[config.mk]
export PLATFORM = sky130hd
export DESIGN_NAME = nn_mem_loader
export DESIGN_NICKNAME = d
export VERILOG_FILES = /design/src/rtl/nn_mem_loader.sv
export SDC_FILE = /design/constraint.sdc
export NUM_CORES = 1
export LEC_CHECK = 0
export CAP_MARGIN = 10
export CORE_ASPECT_RATIO = 0.9
export CORE_UTILIZATION = 42
export DETAILED_ROUTE_END_ITERATION = 10
export GPL_TIMING_DRIVEN = 0
export PLACE_DENSITY = 0.73
export SETUP_SLACK_MARGIN = 0.1
export SYNTH_ARGS = -nofsm -noshare
export SYNTH_HDL_FRONTEND = slang
export SYNTH_SLANG_ARGS = --single-unit
[constraint.sdc]
create_clock -name clk_i -period 1.8 [get_ports clk_i]
set_input_delay 0.36 -clock clk_i [delete_from_list [all_inputs] [get_ports clk_i]]
set_output_delay 0.36 -clock clk_i [all_outputs]
set_load 0.01 [all_outputs]
[src/rtl/nn_mem_loader.sv]
// rtl/nn_mem_loader.sv - stream-fed write loader for KMEM and the WMEM1/WMEM2 weight memories
module nn_mem_loader #(
    parameter int DATA_W = 32,
    parameter int ADDR_W = 5,
    parameter int KR_WR  = 1,
    parameter int W_WR   = 16
) (
    input  logic              clk_i,
    input  logic              rst_i,
    input  logic              start_i,
    input  logic              in_valid_i,
    input  logic [DATA_W-1:0] in_data_i,
    output logic              in_ready_o,
    output logic              busy_o,
    output logic              done_o,
    output logic [ADDR_W-1:0] kmem_add1_o,
    output logic [ADDR_W-1:0] kmem_add2_o,
    output logic              kmem_csb1_o,
    output logic              kmem_csb2_o,
    output logic              kmem_web1_o,
    output logic              kmem_web2_o,
    output logic              kmem_oeb1_o,
    output logic              kmem_oeb2_o,
    output logic [DATA_W-1:0] kr_data_i1_o,
    output logic [DATA_W-1:0] kr_data_i2_o,
    output logic [ADDR_W-1:0] wmem_add1_o,
    output logic [ADDR_W-1:0] wmem_add2_o,
    output logic              wmem_csb1_o,
    output logic              wmem_csb2_o,
    output logic              wmem_web1_o,
    output logic              wmem_web2_o,
    output logic              wmem_oeb1_o,
    output logic              wmem_oeb2_o,
    output logic [DATA_W-1:0] w1_data_i1_o,
    output logic [DATA_W-1:0] w1_data_i2_o,
    output logic [DATA_W-1:0] w2_data_i1_o,
    output logic [DATA_W-1:0] w2_data_i2_o
);
    localparam int GW = ADDR_W - 1;
    localparam logic [GW-1:0] KR_LAST = GW'(KR_WR - 1);
    localparam logic [GW-1:0] W_LAST  = GW'(W_WR - 1);

    typedef enum logic [1:0] {S_IDLE, S_KR, S_W, S_DONE} state_t;

    state_t            state_q, state_d;
    logic              wr_q;
    logic              kwr_q, wwr_q;
    logic [1:0]        beat_q;
    logic [GW-1:0]     grp_q;
    logic [ADDR_W-1:0] kadd1_q, kadd2_q, wadd1_q, wadd2_q;
    logic [DATA_W-1:0] kd1_q, kd2_q, w1d1_q, w1d2_q, w2d1_q, w2d2_q;
    logic              beat;
    logic              last_beat;

    assign beat      = in_valid_i & in_ready_o;
    assign last_beat = (state_q == S_KR) ? (beat_q == 2'd1) : (beat_q == 2'd3);

    always_ff @(posedge clk_i) begin
        if (rst_i) begin
            state_q <= S_IDLE;
            wr_q    <= 1'b0;
            kwr_q   <= 1'b0;
            wwr_q   <= 1'b0;
            beat_q  <= '0;
            grp_q   <= '0;
            kadd1_q <= '0;
            kadd2_q <= '0;
            wadd1_q <= '0;
            wadd2_q <= '0;
            kd1_q   <= '0;
            kd2_q   <= '0;
            w1d1_q  <= '0;
            w1d2_q  <= '0;
            w2d1_q  <= '0;
            w2d2_q  <= '0;
        end else begin
            state_q <= state_d;
            wr_q    <= 1'b0;
            kwr_q   <= 1'b0;
            wwr_q   <= 1'b0;
            if (beat) begin
                if (state_q == S_KR) begin
                    if (beat_q == 2'd0) kd1_q <= in_data_i;
                    else                kd2_q <= in_data_i;
                end else begin
                    case (beat_q)
                        2'd0:    w1d1_q <= in_data_i;
                        2'd1:    w1d2_q <= in_data_i;
                        2'd2:    w2d1_q <= in_data_i;
                        default: w2d2_q <= in_data_i;
                    endcase
                end
                if (last_beat) begin
                    beat_q <= '0;
                    wr_q   <= 1'b1;
                    if (state_q == S_KR) begin
                        kwr_q   <= 1'b1;
                        kadd1_q <= {grp_q, 1'b0};
                        kadd2_q <= {grp_q, 1'b1};
                    end else begin
                        wwr_q   <= 1'b1;
                        wadd1_q <= {grp_q, 1'b0};
                        wadd2_q <= {grp_q, 1'b1};
                    end
                end else begin
                    beat_q <= beat_q + 2'd1;
                end
            end
            // Group index advances after each write cycle and restarts on every region change.
            if (wr_q) grp_q <= (state_d != state_q) ? '0 : grp_q + GW'(1);
        end
    end

    always_comb begin
        state_d = state_q;
        case (state_q)
            S_IDLE:  if (start_i) state_d = S_KR;
            S_KR:    if (wr_q && grp_q == KR_LAST) state_d = S_W;
            S_W:     if (wr_q && grp_q == W_LAST) state_d = S_DONE;
            default: state_d = S_IDLE;
        endcase
    end

    always_comb begin
        busy_o       = (state_q == S_KR) || (state_q == S_W);
        in_ready_o   = busy_o && !wr_q;
        done_o       = (state_q == S_DONE);
        kmem_add1_o  = kadd1_q;
        kmem_add2_o  = kadd2_q;
        kmem_csb1_o  = ~kwr_q;
        kmem_csb2_o  = ~kwr_q;
        kmem_web1_o  = ~kwr_q;
        kmem_web2_o  = ~kwr_q;
        kmem_oeb1_o  = 1'b1;
        kmem_oeb2_o  = 1'b1;
        kr_data_i1_o = kd1_q;
        kr_data_i2_o = kd2_q;
        wmem_add1_o  = wadd1_q;
        wmem_add2_o  = wadd2_q;
        wmem_csb1_o  = ~wwr_q;
        wmem_csb2_o  = ~wwr_q;
        wmem_web1_o  = ~wwr_q;
        wmem_web2_o  = ~wwr_q;
        wmem_oeb1_o  = 1'b1;
        wmem_oeb2_o  = 1'b1;
        w1_data_i1_o = w1d1_q;
        w1_data_i2_o = w1d2_q;
        w2_data_i1_o = w2d1_q;
        w2_data_i2_o = w2d2_q;
    end
endmodule

==> results.md <==
* Place WS at -428 ps
* Initial core utilization at 43.3%
* CTS Buffer Depth at 3
* Syn_area_per_cell at 8.41 um^2
* Seq/Total Area, Yosys at 50.8%
* Maximum VDD drop at 0.554 mV
* Worst slew pin tran at 901 ps
* Status: finished with violations
* Post-DP HPWL at 19.3 mm
* Worst setup EP type: register
* Core area at 19400 um^2
* Post-synth ARST share at 0%
* Vias in the first global route at 7502
* Area fraction of the dominant cell type after synthesis at 50.8%
* Inserted Clock Buffers at 23
* Cell taking the most area after synthesis: dfxtp_1
* Number of flops mapped to enable cells by yosys at 0
* Die width at 151 um
* Die ar. at 20600 um^2
* Num rows at 48
* IO Pins at 263
* Maximum net fanout on the critical path at 8
* WL final at 29.2 mm
* Crit path capture: w1_data_i2_o[3]
* Die height at 136 um
* Hold_buf cts at 0
* GP Congestion at 0.837
* RR Endpoint: w1_data_i2_o[3]
* Min Hold Slack at 453 ps
* DR iter-0 viols at 328
* RSZ-0062 raised after global routing: true
* Cell repeated most along the worst path: buf_6
* Layout cells sized above 1 at 30.0%
* Worst Setup SP: state_q[0]
* Post-layout minimum cycle time at 1970 ps
* Critical Path RT at 2230 ps
* Startpoint types: register
* P per Cell Area at 742 nW/um^2
* First-pass GRT wire length at 41.1 mm
* Ant. Diodes at 0
* Initial antenna violation count at 0
* Critical Path AT at 2400 ps
* Synth-to-layout area growth at 59.8%
* Cell chain of the critical path: inv_4 -> ha_4 -> nor2b_4 -> and2_4 -> buf_6 -> buf_6 -> and3_4 -> buf_12 -> clkbuf_16 -> nand2_2 -> a21oi_2
* HP Class: register to register
* Final setup fails at 201
* Routed vias/inst at 5.08
* Failing checks: negative setup slack
* Max-slew violations at 0
* R2R depth at 11
* Setup Crit Path Kind: register to register
* Area contributors post-synth: dfxtp_1 (51%), nand2_1 (18%), a21oi_2 (13%)
* Clk Latency, worst-skew pair at 500 ps
* Grt ovf at 0
* Synth unique cells at 38
* Drt pass-1 iters at 5
* Setup TNS at -15580 ps
* GRT Total Usage at 26.1%
* Most common cell in the synthesized netlist: nand2_1
* Final Cycle Share at 109%
* Flop2flop setup slack at -170 ps
* FMAX at 0.508 GHz
* H-Tree Depth at 1
* Max_slew headroom at 39.9%
* Routed len/inst at 18.5 um
* FF+latch count, synth at 213
* Max stage delay on crit path at 360 ps
* Ys flop type: dfxtp_1
* Detailed-route DRC error count at 0
* R2r startpoint: state_q[0]
* Count of warnings emitted by yosys at 0
* TritonCTS clock tree: done
* Synth Cell Area at 8390 um^2
* Largest net degree at the start of global routing at 14
* Setup Skew at 5.80 ps
* Synth cell count leaders: nand2_1 (399), dfxtp_1 (213), a21oi_2 (121)
* Vias at 8033
* Post-Syn Instances at 998
* Final hold violation count at 0
* Routed Antenna Nets at 0
* Final Power at 9.95 mW
* Final worst slack at -170 ps
* Root Driver: clkbuf_16
* Final net count at 1365
* Clock Sinks at 213
* Worst-path clk slew at 60 ps
* Slowest cell on the critical path: dfxtp_2
* Leak pwr at 4.69 nW
* Max_cap viols at 0
* Port Buffers at 255
layout by cell type, fill, tap and decap left out, types with 4 or more instances in the layout:
| cell type | synthesis | routed |
|---|---|---|
| a21oi_1 | 86 | 76 |
| a21oi_2 | 121 | 131 |
| and3_4 | 0 | 4 |
| buf_12 | 0 | 17 |
| buf_4 | 28 | 47 |
| buf_6 | 13 | 14 |
| buf_8 | 0 | 17 |
| clkbuf_1 | 36 | 29 |
| clkbuf_16 | 0 | 39 |
| clkdlybuf4s50_1 | 0 | 238 |
| clkinv_2 | 0 | 6 |
| conb_1 | 2 | 6 |
| dfxtp_1 | 213 | 206 |
| dfxtp_2 | 0 | 6 |
| ha_1 | 11 | 7 |
| inv_1 | 10 | 8 |
| nand2_1 | 399 | 306 |
| nand2_2 | 1 | 65 |
| nand2_4 | 0 | 26 |
| nand2b_1 | 4 | 4 |
| nand3_1 | 9 | 8 |
| nor2_1 | 17 | 17 |
cells by family after synthesis:
kind of cell	after synthesis	synth area share, %
AOI/OAI and AO/OA	218	18.7
buffers and inverters	99	7.01
adders and majority gates	11	1.64
and+or+nand+nor	453	21.6
DFF	213	50.8
muxes	2	0.238
other	2	0.0895
layout make-up:
cell class	instances	area, um^2
plain buffers	89	903
clock buffers	31	626
clock inverters	6	30.0
fillers	1550	5990
inverters	10	42.5
multi-input cells	690	4070
flip-flops and latches	213	4280
well taps	250	313
repair buffers	291	3150
power by group:
group          leakage (nW)  total [mW]  switching (mW)  internal [mW]
clock                 0.328        4.25            1.84           2.41
sequential             1.72        4.80          0.0335           4.77
combinational          2.64       0.901           0.532          0.368
stage by stage:
stage | utilization, % | instance area (um^2) | cells
finish | 69.1 | 13400 | 1580
global route | 69.1 | 13400 | 1580
detailed placement | 59.1 | 11500 | 1507
global placement | 59.1 | 11500 | 1507
floorplan | - | 8590 | 1002
CTS | 64.1 | 12400 | 1558
per-layer routing:
layer | vias to the layer above | GRT usage, % | wire (um)
li1 | 3846 | - | -
met1 | 3855 | 34.1 | 12600
met5 | - | 0 | 0
met2 | 285 | 42.5 | 13700
met3 | 47 | 5.81 | 2130
met4 | 0 | 8.94 | 699
state kept, by name, summed over array words and instances, names as in the netlist:
name	flops
wwr_q	1
w1_data_i2_o	32
kwr_q	1
kr_data_i1_o	32
beat_q	2
w2_data_i1_o	32
wmem_add2_o	5
kmem_add2_o	5
kr_data_i2_o	32
w1_data_i1_o	32
w2_data_i2_o	32
grp_q	4
state_q	2
wr_q	1
timing repair:
| item | CTS | global route |
|---|---|---|
| gates resized for setup | 87 | 149 |
| setup endpoints to repair | 423 | 415 |
| setup buffers | 13 | 7 |
| pin swaps | 4 | 36 |
| gates cloned | 1 | 16 |
worst max-delay path, delay by kind of cell, from the launching register on:
family / cells / cell delay (ps)
AND/OR/NAND/NOR: 4 / 530
flip-flops: 1 / 360
buffers and inverters: 5 / 610
AO/OA/AOI/OAI: 1 / 130
adder cells (fa/ha/maj): 1 / 260
worst min-delay path by stage:
stage,startpoint,end,depth (start not counted)
3_5_place_dp,kr_data_i1_o[1],kr_data_i1_o[1],2
3_3_place_gp,kmem_add2_o[0],kmem_add2_o[0],2
2_1_floorplan,kmem_add2_o[0],kmem_add2_o[0],2
6_report,kr_data_i2_o[22],kr_data_i2_o[22],2
5_1_grt,kr_data_i2_o[20],kr_data_i2_o[20],2
4_1_cts,kr_data_i1_o[1],kr_data_i1_o[1],2
Note: power is estimated with default switching activity, not from simulation.
